==> config.mk <==
export PLATFORM = sky130hd
export DESIGN_NAME = i2s_tx_sched
export DESIGN_NICKNAME = d
export VERILOG_FILES = /design/src/rtl/i2s_pkg.sv /design/src/rtl/i2s_pair_fifo.sv /design/src/rtl/i2s_tx_sched.sv
export SDC_FILE = /design/constraint.sdc
export NUM_CORES = 1
export LEC_CHECK = 0
export BUFFER_PORTS_ARGS = -buffer_cell sky130_fd_sc_hd__buf_4
export CAP_MARGIN = 20
export CORE_ASPECT_RATIO = 1.1
export CORE_UTILIZATION = 53
export DETAILED_ROUTE_END_ITERATION = 7
export HOLD_SLACK_MARGIN = 0.05
export PLACE_DENSITY = 0.87
export SLEW_MARGIN = 15
export SYNTH_ARGS = -nofsm -noshare
export SYNTH_HDL_FRONTEND = slang
export SYNTH_SLANG_ARGS = --single-unit
==> constraint.sdc <==
create_clock -name clk_in -period 2.6 [get_ports clk_in]
set_clock_uncertainty 0.1 [all_clocks]
set_input_delay 0.52 -clock clk_in [delete_from_list [all_inputs] [get_ports clk_in]]
set_output_delay 0.52 -clock clk_in [all_outputs]
set_load 0.05 [all_outputs]
==> src/rtl/i2s_pkg.sv <==
// i2s_pkg: shared scheduler state encoding, default word width and channel codes.
package i2s_pkg;
    localparam int DW_DEF = 16;
    localparam logic CH_L = 1'b0;
    localparam logic CH_R = 1'b1;
    typedef enum logic [1:0] {IDLE, RUN, DRAIN} state_t;
endpackage

==> src/rtl/i2s_pair_fifo.sv <==
// i2s_pair_fifo: synchronous stereo-pair FIFO with occupancy output; caller gates push/pop.
module i2s_pair_fifo
    import i2s_pkg::*;
#(
    parameter int W = 2 * DW_DEF,
    parameter int DEPTH = 4
) (
    input  logic                     clk_in,
    input  logic                     rstn,
    input  logic                     push,
    input  logic                     pop,
    input  logic [W-1:0]             wdata,
    output logic [W-1:0]             rdata,
    output logic                     full,
    output logic [$clog2(DEPTH):0]   level
);
    localparam int AW = $clog2(DEPTH);
    logic [W-1:0] mem [DEPTH];
    logic [AW-1:0] wptr, rptr;
    assign rdata = mem[rptr];
    assign full = level == (AW + 1)'(DEPTH);
    always_ff @(posedge clk_in)
        if (push) mem[wptr] <= wdata;
    // Pointers wrap naturally since DEPTH is a power of two.
    always_ff @(posedge clk_in or negedge rstn)
        if (!rstn) begin
            wptr  <= '0;
            rptr  <= '0;
            level <= '0;
        end else begin
            if (push) wptr <= wptr + 1'b1;
            if (pop) rptr <= rptr + 1'b1;
            level <= level + {{AW{1'b0}}, push} - {{AW{1'b0}}, pop};
        end
endmodule

==> src/rtl/i2s_tx_sched.sv <==
// i2s_tx_sched: buffers stereo pairs and hands the I2S master one word per send_over rising edge.
module i2s_tx_sched
    import i2s_pkg::*;
#(
    parameter int DW = DW_DEF,
    parameter int DEPTH = 4,
    parameter int MUTE_UR = 1
) (
    input  logic                     clk_in,
    input  logic                     rstn,
    input  logic                     start,
    input  logic                     stop,
    input  logic                     wr_valid,
    input  logic [DW-1:0]            wr_left,
    input  logic [DW-1:0]            wr_right,
    output logic                     wr_ready,
    input  logic                     send_over,
    output logic                     i2s_enable,
    output logic [DW-1:0]            i2s_data,
    output logic                     busy,
    output logic [$clog2(DEPTH):0]   fifo_level,
    output logic [7:0]               underrun_cnt
);
    state_t state, state_n;
    logic ch, ch_n, en_n, so_q, wd, pop, full;
    logic [DW-1:0] hold_l, hold_r, hl_n, hr_n, data_n, pl, pr;
    logic [7:0] cnt_n;
    logic [2*DW-1:0] rdata;
    assign wd = send_over & ~so_q;
    assign wr_ready = ~full;
    assign busy = state != IDLE;
    assign {pl, pr} = rdata;
    i2s_pair_fifo #(.W(2 * DW), .DEPTH(DEPTH)) u_fifo (
        .clk_in(clk_in),
        .rstn(rstn),
        .push(wr_valid & ~full),
        .pop(pop),
        .wdata({wr_left, wr_right}),
        .rdata(rdata),
        .full(full),
        .level(fifo_level)
    );
    always_ff @(posedge clk_in or negedge rstn)
        if (!rstn) begin
            state        <= IDLE;
            ch           <= CH_L;
            so_q         <= 1'b0;
            i2s_enable   <= 1'b0;
            i2s_data     <= '0;
            hold_l       <= '0;
            hold_r       <= '0;
            underrun_cnt <= '0;
        end else begin
            state        <= state_n;
            ch           <= ch_n;
            so_q         <= send_over;
            i2s_enable   <= en_n;
            i2s_data     <= data_n;
            hold_l       <= hl_n;
            hold_r       <= hr_n;
            underrun_cnt <= cnt_n;
        end
    // Pop decisions use the registered level, so a same-cycle push never feeds an empty pop.
    always_comb begin
        state_n = state;
        ch_n    = ch;
        en_n    = i2s_enable;
        data_n  = i2s_data;
        hl_n    = hold_l;
        hr_n    = hold_r;
        cnt_n   = underrun_cnt;
        pop     = 1'b0;
        if (state == IDLE) begin
            if (start && fifo_level != '0) begin
                pop     = 1'b1;
                hl_n    = pl;
                hr_n    = pr;
                data_n  = pl;
                en_n    = 1'b1;
                ch_n    = CH_L;
                state_n = RUN;
            end
        end else begin
            if (wd) begin
                ch_n = ~ch;
                if (ch == CH_L) data_n = hold_r;
                else if (state == DRAIN) begin
                    en_n    = 1'b0;
                    data_n  = '0;
                    state_n = IDLE;
                end else if (fifo_level != '0) begin
                    pop    = 1'b1;
                    hl_n   = pl;
                    hr_n   = pr;
                    data_n = pl;
                end else begin
                    if (MUTE_UR != 0) begin
                        hl_n = '0;
                        hr_n = '0;
                    end
                    data_n = (MUTE_UR != 0) ? '0 : hold_l;
                    cnt_n  = (underrun_cnt == 8'hFF) ? underrun_cnt : underrun_cnt + 8'd1;
                end
            end
            if (state == RUN && stop) state_n = DRAIN;
        end
    end
endmodule
==> results of run 1 <==
worst max-delay path by stage:
stage | from | end | slack, ns | cells after the start
after floorplan | u_fifo.level[2]$_DFF_PN0_ | u_fifo.level[2]$_DFF_PN0_ | 0.01 | 9
after global placement | start | u_fifo.level[2]$_DFF_PN0_ | 0.25 | 9
after detailed placement | start | u_fifo.level[2]$_DFF_PN0_ | 0.19 | 9
after CTS | state[1]$_DFFE_PN0P_ | u_fifo.level[2]$_DFF_PN0_ | 0.30 | 8
after global routing | state[1]$_DFFE_PN0P_ | u_fifo.level[2]$_DFF_PN0_ | 0.21 | 8
final | state[1]$_DFFE_PN0P_ | u_fifo.level[2]$_DFF_PN0_ | 0.29 | 8
power by group through the flow:
stage	registers [W]	logic [W]	clock network, W
after floorplan	0.00465	0.00192	0
after global placement	0.00429	0.00313	0
after detailed placement	0.00434	0.00324	0
after CTS	0.00429	0.00327	0.00263
after global routing	0.00436	0.00345	0.00275
final	0.00428	0.00322	0.00258
sequential cells by signal, indices dropped and copies added (netlist names):
signal        count
u_fifo.level      3
state             2
i2s_data         16
i2s_enable        1
underrun_cnt      8
ch                1
so_q              1
hold_r           16
u_fifo.wptr       2
u_fifo.rptr       2
u_fifo.mem      128
final cells by class:
type                       instances  area, um2
sequential                       180       5150
clock buffer                      20        447
timing repair buffer              78        611
clock inverter                    12        155
multi-input combinational        147       1700
tap                              157        196
inverter                           8       30.0
fill                             815       4410
per-layer routing:
metal	track usage, %	part of all wire [%]	routed length, um	vias up
met5	0	0	0	-
met4	8.78	1.7	217	0
met3	5.72	4.2	541	17
met2	34.4	51	6550	85
met1	27.4	43	5620	1820
li1	-	-	-	1559
worst max-delay path: stages (launching register included):
cell and delay (ns):
dfrtp_1 0.44, or3b_4 0.46, a21oi_4 0.15, ha_1 0.14, inv_1 0.04, ha_1 0.18
fa_1 0.38, xnor2_1 0.20, xnor2_1 0.15
stage by stage:
stage / total power (W) / area (um2) / cells
global route: 0.0106 / 8280 / 602
floorplan: 0.00657 / 6960 / 351
CTS: 0.0102 / 8280 / 602
detailed placement: 0.00757 / 7680 / 570
global placement: 0.00741 / 7680 / 570
finish: 0.0101 / 8280 / 602
cells by family after synthesis:
group                      count (synthesis)  synth area share [%]
xor gates and xnor gates                  12                  1.51
and+or+nand+nor                           36                  3.13
muxes                                     51                  13.2
DFF                                      180                  74.0
adders and majority gates                  8                  1.55
buffers and inverters                     24                  1.75
AOI/OAI and AO/OA                         40                  4.86
cell usage in the layout, fill, tap and decap left out, types with 2 or more instances in the layout:
cell type / n
nand3_1: 3
ha_1: 7
buf_12: 2
bufinv_16: 3
xnor2_1: 5
nor2b_1: 3
xor2_1: 7
edfxtp_1: 128
and2_1: 2
clkbuf_1: 2
dfrtp_2: 3
inv_1: 8
mux2i_1: 16
and3_1: 6
o2bb2ai_1: 16
clkbuf_16: 17
mux2_2: 3
dfrtp_1: 49
nor3_2: 3
inv_6: 2
a22o_1: 16
nor2_1: 6
buf_4: 76
clkinvlp_4: 4
mux4_2: 32
nand2_1: 5
==> flow_metrics.tcl, run 1 <==
set metrics [dict create \
    status "finished with violations" \
    failed_checks "DRC" \
    worstSetupStartpointType "flop" \
    utilization_pct 65.2 \
    diodes 0 \
    syn_area_um2 6950 \
    num_vias 3481 \
    grt_util_all_layers_pct 21.2 \
    power_density_nw_per_um2 1220 \
    cp-end-kind "flop" \
    vdd_drop_max_mv 0.519 \
    synth_area_leader_cell "edfxtp_1" \
    grt_max_degree 53 \
    cts_buffers 17 \
    clockRootBuffer "clkbuf_16" \
    r2r-start "state[1]$_DFFE_PN0P_" \
    clk_pin_slew_worst_paths_ns 0.06 \
    post-place-ws_ns 0.187 \
    vias_per_cell 5.78 \
    place.gp.congestion 0.807 \
    maxCapViolations 0 \
    synth_ff_type "edfxtp_1" \
    r2r_setup_slack_ns 0.29 \
    nets 478 \
    reg2reg_to "u_fifo.level[2]$_DFF_PN0_" \
    cts_sinks 180 \
    drive_above_1_share_pct 35.1 \
    antenna_found_initial 0 \
    portBuffers 67 \
    finalSetupTns_ns 0 \
    drc 9 \
    rsz0062_at_grt "false" \
    grt_pass1_wl_um 20800 \
    ctsResizeCount 0 \
    syn_avg_cell_area_um2 19.8 \
    die_h_um 122 \
    min_period_ns 2.31 \
    grt_overflow 0 \
    cts_tree "built" \
    synth_edf_count 128 \
    yosys_register_bits 180 \
    clk_latency_ns 0.42 \
    ant_nets 0 \
    p_switching_w 0.00329 \
    leakagePower_nw 3.16 \
    crit_path_max_fanout 6 \
    die_w_um 111 \
    synth_commonest_cells "edfxtp_1 (128), dfrtp_1 (52), mux4_2 (32)" \
    clockPowerShare_pct 25.6 \
    arrival_ns 2.55 \
    dieArea_um2 13600 \
    first_pass_iters 6 \
    slew_headroom_pct 39.0 \
    internal_power_w 0.00680 \
    rr_worst_depth 8 \
    p_comb_share_pct 31.9 \
    setup_viol 0 \
    synth_seq_area_share_pct 74.0 \
    drv_slew 0 \
    wirelength_um 12900 \
    grt_pass1_vias 3736 \
    tightest_slew_ns 0.915 \
    synthTopCellsByArea "edfxtp_1 (55%), dfrtp_1 (19%), mux4_2 (10%)" \
    p_sw_share_pct 32.6 \
    synth_warnings 0 \
    finalCritPeriodShare_pct 88.9 \
    finalHoldViolCount 0 \
    holdWs_ns 0.0389 \
    post_cts_buffers 0 \
    pwr-share-seq_pct 42.4 \
    wl_per_cell_um 21.5 \
    htree_levels 4 \
    min_path_type "primary input to async pin" \
    synth.top_cell.area_share_pct 55.3 \
    post-synth-top-count-cell "edfxtp_1" \
    synth_cell_types 37 \
    first_iter_violations 196 \
    critical_path_class "flop to flop" \
    max_freq_mhz 433 \
    worstPathRequired_ns 2.84 \
    hold_buffers 0 \
    cts_buffer_depth 2 \
    fin_ws_ns 0.288 \
    async_flop_share_pct 28.9 \
    place_hpwl_um 7490 \
    io_pins 68 \
    core_area_um2 12700 \
    syn_to_final_growth_pct 19.2 \
    syn_inst 351 \
    syn_nets 397 \
    start_util_pct 54.7 \
    rows 43 \
]
No activity file was read; power rests on OpenSTA's default activity.
==> run 2: changes to the inputs <==
- CELL_PAD_IN_SITES_DETAIL_PLACEMENT: not set -> 1
- CELL_PAD_IN_SITES_GLOBAL_PLACEMENT: not set -> 1
- CORE_ASPECT_RATIO: 1.1 -> not set
- CORE_UTILIZATION: 53 -> 46
- PLACE_DENSITY: 0.87 -> 0.86
==> flow_metrics.tcl, run 2 (same netlist as run 1, synthesis figures left out) <==
set metrics [dict create \
    critical_path_class "flop to flop" \
    layout_commonest_cell "edfxtp_1" \
    ant_nets 0 \
    path_delay_family "adder cells" \
    cts_tree "built" \
    largest_register "u_fifo.mem" \
    clk_pin_slew_worst_paths_ns 0.07 \
    wl_per_cell_um 23.5 \
    first_iter_violations 173 \
    crit_cells 8 \
    drv_slew 0 \
    seq_area_um2 5150 \
    num-fill-cells 1283 \
    largest_registers "u_fifo.mem x128, hold_r x16, i2s_data x16" \
    start_util_pct 47.5 \
    tightest_slew_ns 0.999 \
    reg2reg_to "u_fifo.level[2]$_DFF_PN0_" \
    first_pass_iters 6 \
    finalCritPeriodShare_pct 89.4 \
    layout_common_cells "edfxtp_1 (128), buf_4 (79), dfrtp_1 (49)" \
    crit_buf_inv 1 \
    finalPower_w 0.0103 \
    place_hpwl_um 8890 \
    clk_latency_ns 0.43 \
    min_period_ns 2.32 \
    arrival_ns 2.58 \
    r2r-start "state[1]$_DFFE_PN0P_" \
    die_h_um 125 \
    cp_cell_sequence "or3b_4, a21oi_4, ha_1, inv_1, ha_1, fa_1, xnor2_1, xnor2_1" \
    grt_util_all_layers_pct 20.9 \
    crit_slowest_cell "or3b_4" \
    vias_per_cell 5.62 \
    failed_checks "DRC" \
    ctsResizeCount 0 \
    finalSetupTns_ns 0 \
    antenna_found_initial 0 \
    startpoint "state[1]$_DFFE_PN0P_" \
    portBuffers 67 \
    cp-end-kind "flop" \
    clockRootBuffer "clkbuf_16" \
    post_cts_buffers 0 \
    grt_max_degree 53 \
    htree_levels 4 \
    cts_sinks 180 \
    leakagePower_nw 3.18 \
    place.gp.congestion 0.740 \
    rsz0062_at_grt "false" \
    holdWs_ns 0.0469 \
    grt_pass1_vias 4021 \
    cts_buffers 17 \
    io_pins 68 \
    r2r_setup_slack_ns 0.28 \
    die_w_um 125 \
    worstSetupStartpointType "flop" \
    diodes 0 \
    largest_register_ffs 128 \
    drc 14 \
    vdd_drop_max_mv 0.520 \
    multi_input_area_um2 1700 \
    grt_overflow 0 \
    dieArea_um2 15600 \
    finalHoldViolCount 0 \
    cts_buffer_depth 2 \
    maxCapViolations 0 \
    min_path_type "primary input to async pin" \
    wirelength_um 14800 \
    nets 479 \
    power_density_nw_per_um2 1240 \
    core_area_um2 14600 \
    hold_buffers 0 \
    num_vias 3541 \
    rows 44 \
    setup_viol 0 \
    max_freq_mhz 430 \
    drive_above_1_share_pct 35.2 \
    crit_path_max_fanout 6 \
    status "finished with violations" \
    syn_to_final_growth_pct 20.0 \
    cpPeakStageDelay_ns 0.46 \
    slew_headroom_pct 33.4 \
    grt_pass1_wl_um 23700 \
    rr_worst_depth 8 \
    crit_end "u_fifo.level[2]$_DFF_PN0_" \
    worstPathRequired_ns 2.86 \
]
run 2: changes by cell type in the layout (fill, tap and decap cells not counted), sizes merged:
cell	delta
buf	+1
bufinv	+1
clkinv	+1
clkinvlp	-2
run 2: area by class of cell:
type / instances / share of cell area (%)
timing repair buffer: 79 / 7.11
tap: 184 / 2.76
multi-input combinational: 147 / 20.3
inverter: 8 / 0.360
clock inverter: 12 / 2.09
sequential: 180 / 61.7
clock buffer: 20 / 5.61
run 2: per-stage QoR:
stage	worst slack [ns]	instance area (um2)	std cells	util (%)
after global placement	0.240	7700	598	52.6
after detailed placement	0.130	7700	598	52.6
after floorplan	0.0112	6960	351	-
final	0.276	8340	630	57.0
after global routing	0.128	8340	630	57.0
after CTS	0.240	8340	630	57.0
run 2: power breakdown:
part / internal (W) / switching [W] / leakage (nW)
clock: 0.00169 / 0.00105 / 0.307
combinational: 0.00137 / 0.00198 / 1.05
sequential: 0.00387 / 0.000367 / 1.82
run 2: worst min-delay path by stage:
stage / start / end / slack [ns] / cells past startpoint
after detailed placement: i2s_data[1]$_DFFE_PN0P_ / i2s_data[1]$_DFFE_PN0P_ / 0.38 / 1
after floorplan: rstn / ch$_DFFE_PN0P_ / 0.12 / 0
after CTS: rstn / so_q$_DFF_PN0_ / 0.06 / 1
after global placement: i2s_enable$_DFFE_PN0P_ / i2s_enable$_DFFE_PN0P_ / 0.37 / 1
after global routing: rstn / i2s_data[5]$_DFFE_PN0P_ / 0.09 / 1
final: rstn / i2s_data[5]$_DFFE_PN0P_ / 0.05 / 1
run 2: routing by layer:
| metal | vias to the layer above | global-route usage (%) | share of wire, % |
|---|---|---|---|
| li1 | 1560 | - | - |
| met1 | 1871 | 25.4 | 40 |
| met2 | 94 | 36.6 | 53 |
| met3 | 16 | 5.11 | 5.3 |
| met4 | 0 | 7.46 | 1.4 |
| met5 | - | 0 | 0 |
